**config.mk**
```make
export PLATFORM = sky130hd
export DESIGN_NAME = alu_arbiter
export DESIGN_NICKNAME = d
export VERILOG_FILES = /design/src/rtl/alu_arbiter.sv
export SDC_FILE = /design/constraint.sdc
export NUM_CORES = 1
export LEC_CHECK = 0
export ABC_CLOCK_PERIOD_IN_PS = 2710
export CAP_MARGIN = 25
export CORE_MARGIN = 1
export CORE_UTILIZATION = 41
export CTS_CLUSTER_DIAMETER = 100
export DETAILED_ROUTE_END_ITERATION = 7
export HOLD_SLACK_MARGIN = 0.1
export PLACE_DENSITY_LB_ADDON = 0.25
export SETUP_SLACK_MARGIN = 0.3
export SKIP_CTS_REPAIR_TIMING = 1
export SLEW_MARGIN = 20
export SYNTH_ARGS = -nofsm -noshare
export SYNTH_HDL_FRONTEND = slang
export SYNTH_SLANG_ARGS = --single-unit
```
**constraint.sdc**
```tcl
create_clock -name clk -period 2.71 [get_ports clk]
set_clock_uncertainty 0.15 [all_clocks]
set_input_delay 0.4065 -clock clk [delete_from_list [all_inputs] [get_ports clk]]
set_output_delay 0.4065 -clock clk [all_outputs]
set_load 0.01 [all_outputs]
```
**src/rtl/alu_arbiter.sv**
```systemverilog
// Two-port arbiter that time-shares one combinational ALU: grant, issue, respond.
// Define ALU_ARBITER_RR_EN for round-robin arbitration; otherwise port 0 has fixed priority.
module alu_arbiter #(
  parameter int unsigned DATA_W = 32
) (
  input  logic              clk,
  input  logic              rst_n,

  input  logic              req0,
  input  logic [3:0]        ctr0,
  input  logic [DATA_W-1:0] a0,
  input  logic [DATA_W-1:0] b0,
  output logic              gnt0,

  input  logic              req1,
  input  logic [3:0]        ctr1,
  input  logic [DATA_W-1:0] a1,
  input  logic [DATA_W-1:0] b1,
  output logic              gnt1,

  output logic [DATA_W-1:0] alu_in1,
  output logic [DATA_W-1:0] alu_in2,
  output logic [3:0]        alu_ctr,
  input  logic [DATA_W-1:0] alu_res,
  input  logic              alu_zero,

  output logic              rsp_valid0,
  output logic              rsp_valid1,
  output logic [DATA_W-1:0] rsp_res,
  output logic              rsp_zero,
  output logic              rsp_err,
  output logic              busy
);

  localparam logic [1:0] StIdle  = 2'd0;
  localparam logic [1:0] StIssue = 2'd1;
  localparam logic [1:0] StResp  = 2'd2;

  logic [1:0] state_q, state_d;
  logic       port_q;
  logic       grant;
  logic       can_grant;
  logic       ctr_legal;
  logic       ctr_has_zero;

`ifdef ALU_ARBITER_RR_EN
  logic       last_gnt_q;
`endif

  // Reset gates the grant so a held request cannot be acknowledged while in reset.
  assign can_grant = rst_n && ((state_q == StIdle) || (state_q == StResp));

  always_comb begin
    gnt0 = 1'b0;
    gnt1 = 1'b0;
    if (can_grant) begin
`ifdef ALU_ARBITER_RR_EN
      if (req0 && req1) begin
        gnt0 = last_gnt_q;
        gnt1 = ~last_gnt_q;
      end else begin
        gnt0 = req0;
        gnt1 = req1;
      end
`else
      gnt0 = req0;
      gnt1 = req1 & ~req0;
`endif
    end
  end

  assign grant = gnt0 | gnt1;

  always_comb begin
    state_d = StIdle;
    case (state_q)
      StIdle:  state_d = grant ? StIssue : StIdle;
      StIssue: state_d = StResp;
      StResp:  state_d = grant ? StIssue : StIdle;
      default: state_d = StIdle;
    endcase
  end

  always_comb begin
    ctr_legal = 1'b0;
    case (alu_ctr)
      4'b0010, 4'b0110, 4'b0000, 4'b0001,
      4'b0111, 4'b1100, 4'b1111: ctr_legal = 1'b1;
      default:                   ctr_legal = 1'b0;
    endcase
  end

  // Only sub and bne produce a meaningful zero flag; others would leak a stale value.
  assign ctr_has_zero = (alu_ctr == 4'b0110) || (alu_ctr == 4'b1111);

  always_ff @(posedge clk or negedge rst_n) begin
    if (!rst_n) begin
      state_q  <= StIdle;
      port_q   <= 1'b0;
      alu_in1  <= '0;
      alu_in2  <= '0;
      alu_ctr  <= 4'b0000;
      rsp_res  <= '0;
      rsp_zero <= 1'b0;
      rsp_err  <= 1'b0;
    end else begin
      state_q <= state_d;
      if (grant) begin
        port_q  <= gnt1;
        alu_ctr <= gnt1 ? ctr1 : ctr0;
        alu_in1 <= gnt1 ? a1 : a0;
        alu_in2 <= gnt1 ? b1 : b0;
      end
      if (state_q == StIssue) begin
        rsp_res  <= ctr_legal ? alu_res : '0;
        rsp_zero <= ctr_legal & ctr_has_zero & alu_zero;
        rsp_err  <= ~ctr_legal;
      end
    end
  end

`ifdef ALU_ARBITER_RR_EN
  always_ff @(posedge clk or negedge rst_n) begin
    if (!rst_n) begin
      last_gnt_q <= 1'b1;
    end else if (grant) begin
      last_gnt_q <= gnt1;
    end
  end
`endif

  assign rsp_valid0 = (state_q == StResp) && !port_q;
  assign rsp_valid1 = (state_q == StResp) && port_q;
  assign busy       = (state_q != StIdle);

endmodule

```
==> flow_metrics.env <==
export IMPL_dieWidth_um=109.1
export IMPL_p_seq_frac=0.415
export IMPL_synth_ff_latch_count=105
export IMPL_end_kind="primary output"
export IMPL_avgSynthCellArea_um2=11.78
export IMPL_synth_common_cells="105 x dfrtp_1, 68 x inv_1, 68 x mux2i_1, 68 x o22ai_1, 23 x a32o_1"
export IMPL_hold_violations=0
export IMPL_max_freq_mhz=428.3
export IMPL_clock_sinks=105
export IMPL_ys_async_sr_fraction=1.000
export IMPL_utilization=0.7168
export IMPL_path_class="input port to primary output"
export IMPL_dp_hpwl_um=10570
export IMPL_path_buf_inv=3
export IMPL_yosysTopAreaCellShare=0.5590
export IMPL_p_int_mw=3.524
export IMPL_cp_arrival_ns=1.78
export IMPL_area_delta_synth_final_pct=67.47
export IMPL_ir_worst_vdd_mv=0.3361
export IMPL_pwr_share_comb=0.338
export IMPL_fp_row_count=38
export IMPL_clkTransAtPathRegs_ns=0.07
export IMPL_cp_max_fo=4
export IMPL_grt_pass1_vias=4358
export IMPL_syn_inst=399
export IMPL_antennaDiodeCount=0
export IMPL_drc=0
export IMPL_syn_nets=572
export IMPL_cp_slowest_stage_delay_ns=0.53
export IMPL_yosysMostFrequentCell="dfrtp_1"
export IMPL_min_period_over_period=0.8615
export IMPL_outcome="finished, final reports clean"
export IMPL_setup_ws_ns=0.3753
export IMPL_required_ns=2.15
export IMPL_drt_initial_drc_count=232
export IMPL_dr_pass1_iters=4
export IMPL_synth_ff_type="dfrtp_1"
export IMPL_period_needed_ns=2.335
export IMPL_holdCritPathClass="input port to asynchronous set/reset pin"
export IMPL_crit_slowest_cell="clkdlybuf4s50_1"
export IMPL_grt_pass1_wl_um=21840
export IMPL_crit_top_cell="clkdlybuf4s50_1"
export IMPL_critPathLaunchType="input port"
export IMPL_cap_violations=0
export IMPL_ant_nets=0
export IMPL_grt_total_usage=0.2454
export IMPL_num_vias=4184
export IMPL_cp_cell_sequence="clkdlybuf4s50_1, nand4bb_4, inv_2, clkdlybuf4s50_1"
export IMPL_drv_slew=0
export IMPL_tritoncts="done"
export IMPL_die_h_um=109.1
export IMPL_synth_distinct_cells=31
export IMPL_p_leak_nw=3.538
export IMPL_grt_max_degree=74
export IMPL_fin_nets=839
export IMPL_drt_total_wl_um=14630
export IMPL_setup_tns_ns=0
export IMPL_powerDensity_nw_per_um2=632.6
export IMPL_finalSetupViolCount=0
export IMPL_die_area_um2=11900
export IMPL_synth_edf_count=0
export IMPL_yosysTopAreaCell="dfrtp_1"
export IMPL_ys_seq_area_frac=0.5590
export IMPL_start_util=0.4280
export IMPL_grt_overflow=0
export IMPL_wire_per_inst_um=18.04
export IMPL_insertion_delay_ns=0.34
export IMPL_numPortBuffers=279
export IMPL_p_clk_frac=0.247
export IMPL_coreArea_um2=10980
export IMPL_routabilityCongestion=0.8168
export IMPL_switching_power_mw=1.456
export IMPL_cts_htree_levels=3
export IMPL_cts_made_buffers=9
export IMPL_relSlewSlack=0.3811
export IMPL_yosysWarnings=0
export IMPL_synth_area_leaders="dfrtp_1 56%, mux2i_1 14%, o22ai_1 9.0%"
export IMPL_viasPerCell=5.159
export IMPL_layout_drive_gt1_share=0.06408
export IMPL_cts_buffer_depth=2
export IMPL_rsz0062_at_grt="false"
export IMPL_syn_area_um2=4701
export IMPL_io_pins=280
export IMPL_worstMarginPinSlew_ns=0.9283
export IMPL_netSwitchingFraction=0.2925
export IMPL_antenna_found_initial=0
export IMPL_cts_root_buf="clkbuf_16"
export IMPL_place_ws_ns=0.2451
export IMPL_crit_family="buffers and inverters"
[sequential cells by signal, summed over array words and instances, names as in the netlist]
name	count
rsp_res	32
alu_ctr	4
port_q	1
rsp_zero	1
alu_in2	32
state_q	2
rsp_err	1
alu_in1	32
[through the flow]
step	cell area (µm²)	total power, mW	std cells	hold WS, ns
after global routing	7873	5.238	811	0.2635
after detailed placement	7581	3.784	794	0.3251
after global placement	7581	3.731	794	0.3113
after CTS	7863	5.031	810	-0.001087
after floorplan	4701	2.715	399	-0.03909
final	7873	4.980	811	0.1806
[layer usage]
metal  track usage  wire length [µm]
met1        0.2752              5577
met2        0.4286              7352
met3       0.06874              1262
met4        0.1158               439
met5             0                 0
[logic make-up (layout without fill, tap and decap cells)]
group / count (synthesis) / in the layout / share of synthesized area
simple gates: 15 / 15 / 0.02076
flops: 105 / 105 / 0.5590
mux: 68 / 68 / 0.1448
buf+inv: 104 / 376 / 0.1022
compound gates: 107 / 107 / 0.1733
[cell usage in the layout, fill, tap and decap left out, types with 2 or more instances in the layout]
cell type and instances:
o22ai_1 68, clkdlybuf4s50_1 278, nand2_1 2, nor2_1 2, buf_4 7, inv_1 68, clkbuf_16 9, a32o_2 9
mux2i_1 68, nand2b_1 2, dfrtp_1 105, a32o_1 23, clkinv_4 4, buf_12 3, inv_2 3, a21oi_1 2
[worst paths after layout]
kind                               endpoint  cells past startpoint  slack (ns)        start
worst min-delay path             alu_in2[8]                      2        0.18        rst_n
worst max-delay path                   gnt1                      4        0.38         req0
max in group asynchronous       alu_in2[16]                      3        1.53        rst_n
worst min register to register  rsp_res[23]                      1        0.34  rsp_res[23]
min in group clk                rsp_res[23]                      1        0.34  rsp_res[23]
worst max register to register  alu_in1[24]                      4        0.74   state_q[0]
[power by group through the flow]
stage / sequential, mW / clock (mW) / combinational [mW]
global placement: 2.07 / 0 / 1.66
floorplan: 2.22 / 0 / 0.494
detailed placement: 2.09 / 0 / 1.69
CTS: 2.07 / 1.26 / 1.70
finish: 2.07 / 1.23 / 1.69
global route: 2.10 / 1.33 / 1.81
[area by class of cell]
cell class	count	area [µm²]
Clock buffer	9	225.2
Clock inverter	7	56.30
Fill cell	840	3110
Inverter	71	266.5
Multi-Input combinational cell	190	1617
Sequential cell	105	2628
Tap cell	140	175.2
Timing Repair Buffer	289	2905
(Power assumes the default switching activity.)
